--- src/rtl/data_mem_ctrl.sv ---
// MEM-stage load/store controller: decodes the access, runs a single-outstanding
// request/response handshake on a simple bus, and returns extended load data.
module data_mem_ctrl #(
  parameter int TIMEOUT = 16
) (
  input  logic        clk,
  input  logic        reset,
  input  logic        mem_en,
  input  logic        MemWrite,
  input  logic [2:0]  funct3,
  input  logic [31:0] ALUResultM,
  input  logic [31:0] WriteDataM,
  output logic        StallMem,
  output logic [31:0] ReadDataM,
  output logic        misalign,
  output logic        fault,
  output logic        bus_req,
  output logic        bus_we,
  output logic [31:0] bus_addr,
  output logic [3:0]  bus_be,
  output logic [31:0] bus_wdata,
  input  logic        bus_gnt,
  input  logic        bus_rvalid,
  input  logic [31:0] bus_rdata,
  input  logic        bus_err
);

  typedef enum logic [1:0] {IDLE, REQ, RESP, DONE} state_e;

  localparam int CNT_W = (TIMEOUT > 2) ? $clog2(TIMEOUT) : 1;
  localparam logic [CNT_W-1:0] CNT_MAX = CNT_W'(TIMEOUT - 1);

  state_e            state_q, state_d;
  logic [CNT_W-1:0]  cnt_q, cnt_d;
  logic              we_q, we_d;
  logic [2:0]        f3_q, f3_d;
  logic [1:0]        off_q, off_d;
  logic              fault_flag_q, fault_flag_d;
  logic [31:0]       rdata_q, rdata_d;
  logic [31:0]       bus_addr_q, bus_addr_d;
  logic [3:0]        bus_be_q, bus_be_d;
  logic [31:0]       bus_wdata_q, bus_wdata_d;

  logic        size_legal, aligned, accept;
  logic [3:0]  be_new;
  logic [31:0] wdata_new;
  logic [7:0]  lane_b;
  logic [15:0] lane_h;
  logic [31:0] load_val;

  // funct3[1:0] encodes size (00 byte, 01 half, 10 word); bit 2 is unsigned, loads only.
  always_comb begin
    size_legal = (funct3[1:0] != 2'b11) &&
                 (MemWrite ? !funct3[2] : !(funct3[2] && funct3[1:0] == 2'b10));
    unique case (funct3[1:0])
      2'b01:   aligned = !ALUResultM[0];
      2'b10:   aligned = (ALUResultM[1:0] == 2'b00);
      default: aligned = 1'b1;
    endcase
    accept = (state_q == IDLE) && mem_en && size_legal && aligned;
  end

  always_comb begin
    unique case (funct3[1:0])
      2'b00: begin
        be_new    = 4'b0001 << ALUResultM[1:0];
        wdata_new = {4{WriteDataM[7:0]}};
      end
      2'b01: begin
        be_new    = ALUResultM[1] ? 4'b1100 : 4'b0011;
        wdata_new = {2{WriteDataM[15:0]}};
      end
      default: begin
        be_new    = 4'b1111;
        wdata_new = WriteDataM;
      end
    endcase
  end

  always_comb begin
    lane_b = bus_rdata[{off_q, 3'b000} +: 8];
    lane_h = off_q[1] ? bus_rdata[31:16] : bus_rdata[15:0];
    unique case (f3_q)
      3'b000:  load_val = {{24{lane_b[7]}}, lane_b};
      3'b001:  load_val = {{16{lane_h[15]}}, lane_h};
      3'b100:  load_val = {24'h0, lane_b};
      3'b101:  load_val = {16'h0, lane_h};
      default: load_val = bus_rdata;
    endcase
  end

  always_comb begin
    // NOTE: every _d defaults to its _q first so no path through the case leaves a latch.
    state_d      = state_q;
    cnt_d        = cnt_q;
    we_d         = we_q;
    f3_d         = f3_q;
    off_d        = off_q;
    fault_flag_d = fault_flag_q;
    rdata_d      = rdata_q;
    bus_addr_d   = bus_addr_q;
    bus_be_d     = bus_be_q;
    bus_wdata_d  = bus_wdata_q;
    unique case (state_q)
      IDLE: begin
        if (accept) begin
          we_d        = MemWrite;
          f3_d        = funct3;
          off_d       = ALUResultM[1:0];
          bus_addr_d  = {ALUResultM[31:2], 2'b00};
          bus_be_d    = be_new;
          bus_wdata_d = wdata_new;
          state_d     = REQ;
        end
      end
      REQ: begin
        if (bus_gnt) begin
          cnt_d   = '0;
          state_d = RESP;
        end
      end
      RESP: begin
        if (bus_rvalid) begin
          fault_flag_d = bus_err;
          if (!we_q && !bus_err) rdata_d = load_val;
          state_d = DONE;
        end else if (cnt_q == CNT_MAX) begin
          fault_flag_d = 1'b1;
          state_d      = DONE;
        end else begin
          cnt_d = cnt_q + 1'b1;
        end
      end
      DONE: begin
        cnt_d   = '0;
        state_d = IDLE;
      end
      default: state_d = IDLE;
    endcase
  end

  // NOTE: state registers use non-blocking assignments so all flops update together.
  always_ff @(posedge clk or negedge reset) begin
    if (!reset) begin
      state_q      <= IDLE;
      cnt_q        <= '0;
      we_q         <= 1'b0;
      f3_q         <= 3'b000;
      off_q        <= 2'b00;
      fault_flag_q <= 1'b0;
      rdata_q      <= '0;
      bus_addr_q   <= '0;
      bus_be_q     <= '0;
      bus_wdata_q  <= '0;
    end else begin
      state_q      <= state_d;
      cnt_q        <= cnt_d;
      we_q         <= we_d;
      f3_q         <= f3_d;
      off_q        <= off_d;
      fault_flag_q <= fault_flag_d;
      rdata_q      <= rdata_d;
      bus_addr_q   <= bus_addr_d;
      bus_be_q     <= bus_be_d;
      bus_wdata_q  <= bus_wdata_d;
    end
  end

  // Control outputs decode straight from state, so reset drops them without waiting for a clock.
  assign StallMem  = accept || (state_q == REQ) || (state_q == RESP);
  assign misalign  = (state_q == IDLE) && mem_en && !(size_legal && aligned);
  assign fault     = (state_q == DONE) && fault_flag_q;
  assign bus_req   = (state_q == REQ);
  assign bus_we    = (state_q == REQ) && we_q;
  assign bus_addr  = bus_addr_q;
  assign bus_be    = bus_be_q;
  assign bus_wdata = bus_wdata_q;
  assign ReadDataM = rdata_q;

endmodule

--- config.mk ---
export PLATFORM = sky130hd
export DESIGN_NAME = data_mem_ctrl
export DESIGN_NICKNAME = d
export VERILOG_FILES = /design/src/rtl/data_mem_ctrl.sv
export SDC_FILE = /design/constraint.sdc
export NUM_CORES = 1
export LEC_CHECK = 0
export ABC_AREA = 1
export CORE_AREA = 2 2 129 131
export CTS_BUF_LIST = sky130_fd_sc_hd__clkbuf_16
export CTS_CLUSTER_DIAMETER = 100
export DETAILED_ROUTE_END_ITERATION = 8
export DIE_AREA = 0 0 131 133
export GPL_TIMING_DRIVEN = 0
export PLACE_DENSITY = 0.77
export SYNTH_ARGS = -nofsm -noshare
export SYNTH_HDL_FRONTEND = slang
export SYNTH_SLANG_ARGS = --single-unit
--- constraint.sdc ---
create_clock -name clk -period 5.24 [get_ports clk]
set_clock_uncertainty 0.05 [all_clocks]
set_input_delay 1.048 -clock clk [delete_from_list [all_inputs] [get_ports clk]]
set_output_delay 1.048 -clock clk [all_outputs]
set_load 0.005 [all_outputs]
==> results.toml <==
[floorplanning]
dieWidth_um = 131
rows = 47
die_area_um2 = 17400
core_area_um2 = 16200
ios = 211
fp.dieH_um = 133
start_util = 0.342

[final_layout]
area_growth_pct = 49.0
nFillCells = 1540
finalNetCount = 1053
register_area_um2 = 2780
final_area_um2 = 8230
diodes = 0
multi_input_area_um2 = 2310
drive_gt1_frac = 0.0754

[placed_design]
gp_congestion = 0.916
dp_hpwl_um = 13100
port_buffers = 208
placed_area_um2 = 7920

[clock_network]
insertion_delay_ns = 0.35
clk_pin_slew_worst_paths_ns = 0.08
cts_setup_buffers = 0
clock_sinks = 111
cts_tree = "yes"
numCtsBuffers = 9
cts.path.max_buffers = 2
cts_resized = 0
cts_hold_buf = 0
cts.htree.levels = 3
cts_root_buf = "clkbuf_16"

[worst_setup_path]
regToRegSetupSlack_ns = 3.34
path_max_fanout = 10
slowest_stage = "clkdlybuf4s50_1"
critical_path_arrival_ns = 3.33
startpoint = "funct3[0]"
reg2reg_from = "state_q[0]"
r2r_cells = 8
end_kind = "output port"
required_ns = 4.14
rr_endpoint = "ReadDataM[5]"
crit_chain = "clkdlybuf4s50_1 > inv_1 > ha_1 > nor2_1 > nor2_1 > nor2_2 > nand3_4 > buf_4 > buf_4 > nand3_1 > clkdlybuf4s50_1"
critPathLaunchType = "input port"
critPathBufInv = 5
cp_top_family = "buffers and inverters"
critPathMaxStageDelay_ns = 0.51
crit_type = "input port to output port"

[route]
drt-pass1-iter-count = 4
vias = 5460
finalWirelength_um = 17200
vias_per_cell = 4.70
routedWlPerCell_um = 14.8
drc = 0
antenna_left = 0
drt_iter0_drc = 317

[timing]
period_minus_slack_ns = 4.42
period_share = 0.844
hold_viol_final = 0
slew_violations = 0
rsz0062_at_grt = "no"
setup_viol = 0
fmax_ghz = 0.226

[min_path]
hold-path-cell-count = 2
min_to = "bus_addr[23]"
holdCritStartpoint = "bus_addr[23]"
hold_class = "flop to flop"

[synth]
synthXorXnorAreaFrac = 0.00317
synthCells = 716
synth_seq_cells = 111
synth-simple-area-share = 0.278
synth-compound-area-share = 0.112
synth_area_um2 = 5530
synth-adder-area-share = 0.0226
synth_top_family_by_area = "simple AND/OR/NAND/NOR gates"
yosysWarningCount = 0
synth_area_leaders = "dfrtp_1, nand2_1, o21ai_0, inv_1, a21oi_1"
muxShareOfSynthArea = 0
syn_area_per_cell_um2 = 7.72
yosysSeqAreaShare = 0.503
synth_top_area_share = 0.503
yosys.cell_types.count = 32
synth_top_cell_by_area = "dfrtp_1"

[global_routing]
grtUsageTotal = 0.201
grt_first_pass_wirelength_um = 27500
grt_pass1_vias = 5477
antenna_found_initial = 0
grt-ovfl-total = 0
grt_max_degree = 75

[pwr]
leakage_uw = 0.00403
p_per_area_nw_per_um2 = 510
power.total_uw = 4200
peakVddDrop_mv = 0.244

[outcome]
status = "completed"

[flow_run]
max_cap_violations = 0
## cell type report
type	count	area share
flip-flops and latches	111	0.337
clock buffers	9	0.0274
well taps	220	0.0334
clock inverters	7	0.0111
inverters	70	0.0319
plain buffers	35	0.0222
repair buffers	209	0.256
multi-input cells	501	0.280
## synth_stat cells, drive strengths merged
master,count
nand2,278
dfrtp,111
inv,70
o21ai,61
a21oi,48
nand3,44
nor2,25
buf,22
or2,18
clkbuf,13
ha,10
o211ai,6
nor3,2
a2bb2oi,1
conb,1
nand3b,1
o21a,1
o22ai,1
o31ai,1
xnor2,1
xor2,1
## registers in the layout, indices dropped and copies added (netlist names)
register      cells
f3_q              3
bus_be            4
cnt_q             4
ReadDataM        32
bus_addr         30
state_q           2
we_q              1
off_q             2
bus_wdata        32
fault_flag_q      1
## cell families after synthesis
| group | Yosys count |
|---|---|
| adders and majority gates | 10 |
| other | 1 |
| and+or+nand+nor | 368 |
| AOI/OAI and AO/OA | 119 |
| buffers and inverters | 105 |
| xor gates and xnor gates | 2 |
| DFF | 111 |
## worst register-to-register path, stage by stage, from the launching register on
cell and delay (ns):
dfrtp_1 0.42, inv_1 0.12, ha_1 0.26, nand3_2 0.20, inv_1 0.18, clkbuf_2 0.25, o21ai_0 0.14, nor2_1 0.12
a21oi_1 0.04
## placed cells by master, fill, tap and decap left out, types with 2 or more instances in the layout
cell type          n
nand2_1          277
clkdlybuf4s50_1  207
dfrtp_1          111
inv_1             65
o21ai_0           55
a21oi_1           48
nand3_1           42
nor2_1            21
or2_2             18
buf_2             13
clkbuf_1          12
ha_1              10
clkbuf_16          9
buf_4              7
o21ai_1            6
o211ai_1           6
inv_2              5
nor2_2             3
nor3_1             2
buf_6              2
conb_1             2
clkinv_4           2
## how the worst max path moves through the flow
| stage | endpoint | slack (ns) | cells after the start |
|---|---|---|---|
| 2_1_floorplan | StallMem | 2.05 | 9 |
| 3_3_place_gp | bus_addr[10] | -1.41 | 1 |
| 3_5_place_dp | StallMem | 0.80 | 11 |
| 4_1_cts | StallMem | 0.80 | 11 |
| 5_1_grt | StallMem | 0.66 | 11 |
| 6_report | StallMem | 0.82 | 11 |
## layer usage
metal	wire length, µm	GRT usage
met5	0	0
met4	262	0.0638
met2	7890	0.326
met1	7310	0.254
met3	1730	0.0651
## through the flow
stage | TNS, ns | util | setup slack (ns) | hold slack, ns | std cells
2_1_floorplan | 0 | - | 2.05 | 0.403 | 717
3_3_place_gp | -155.86 | 0.488 | -1.41 | 0.411 | 1145
3_5_place_dp | 0 | 0.489 | 0.801 | 0.414 | 1146
4_1_cts | 0 | 0.509 | 0.805 | 0.435 | 1162
5_1_grt | 0 | 0.509 | 0.655 | 0.454 | 1162
6_report | 0 | 0.509 | 0.815 | 0.432 | 1162
## power by group
| group | switching [µW] | leakage [µW] | internal [µW] | total, µW |
|---|---|---|---|---|
| combinational | 880 | 0.00251 | 1090 | 1970 |
| sequential | 241 | 0.00137 | 1260 | 1500 |
| clock | 354 | 0.000151 | 383 | 737 |
Power figures use the tool's default switching activity.
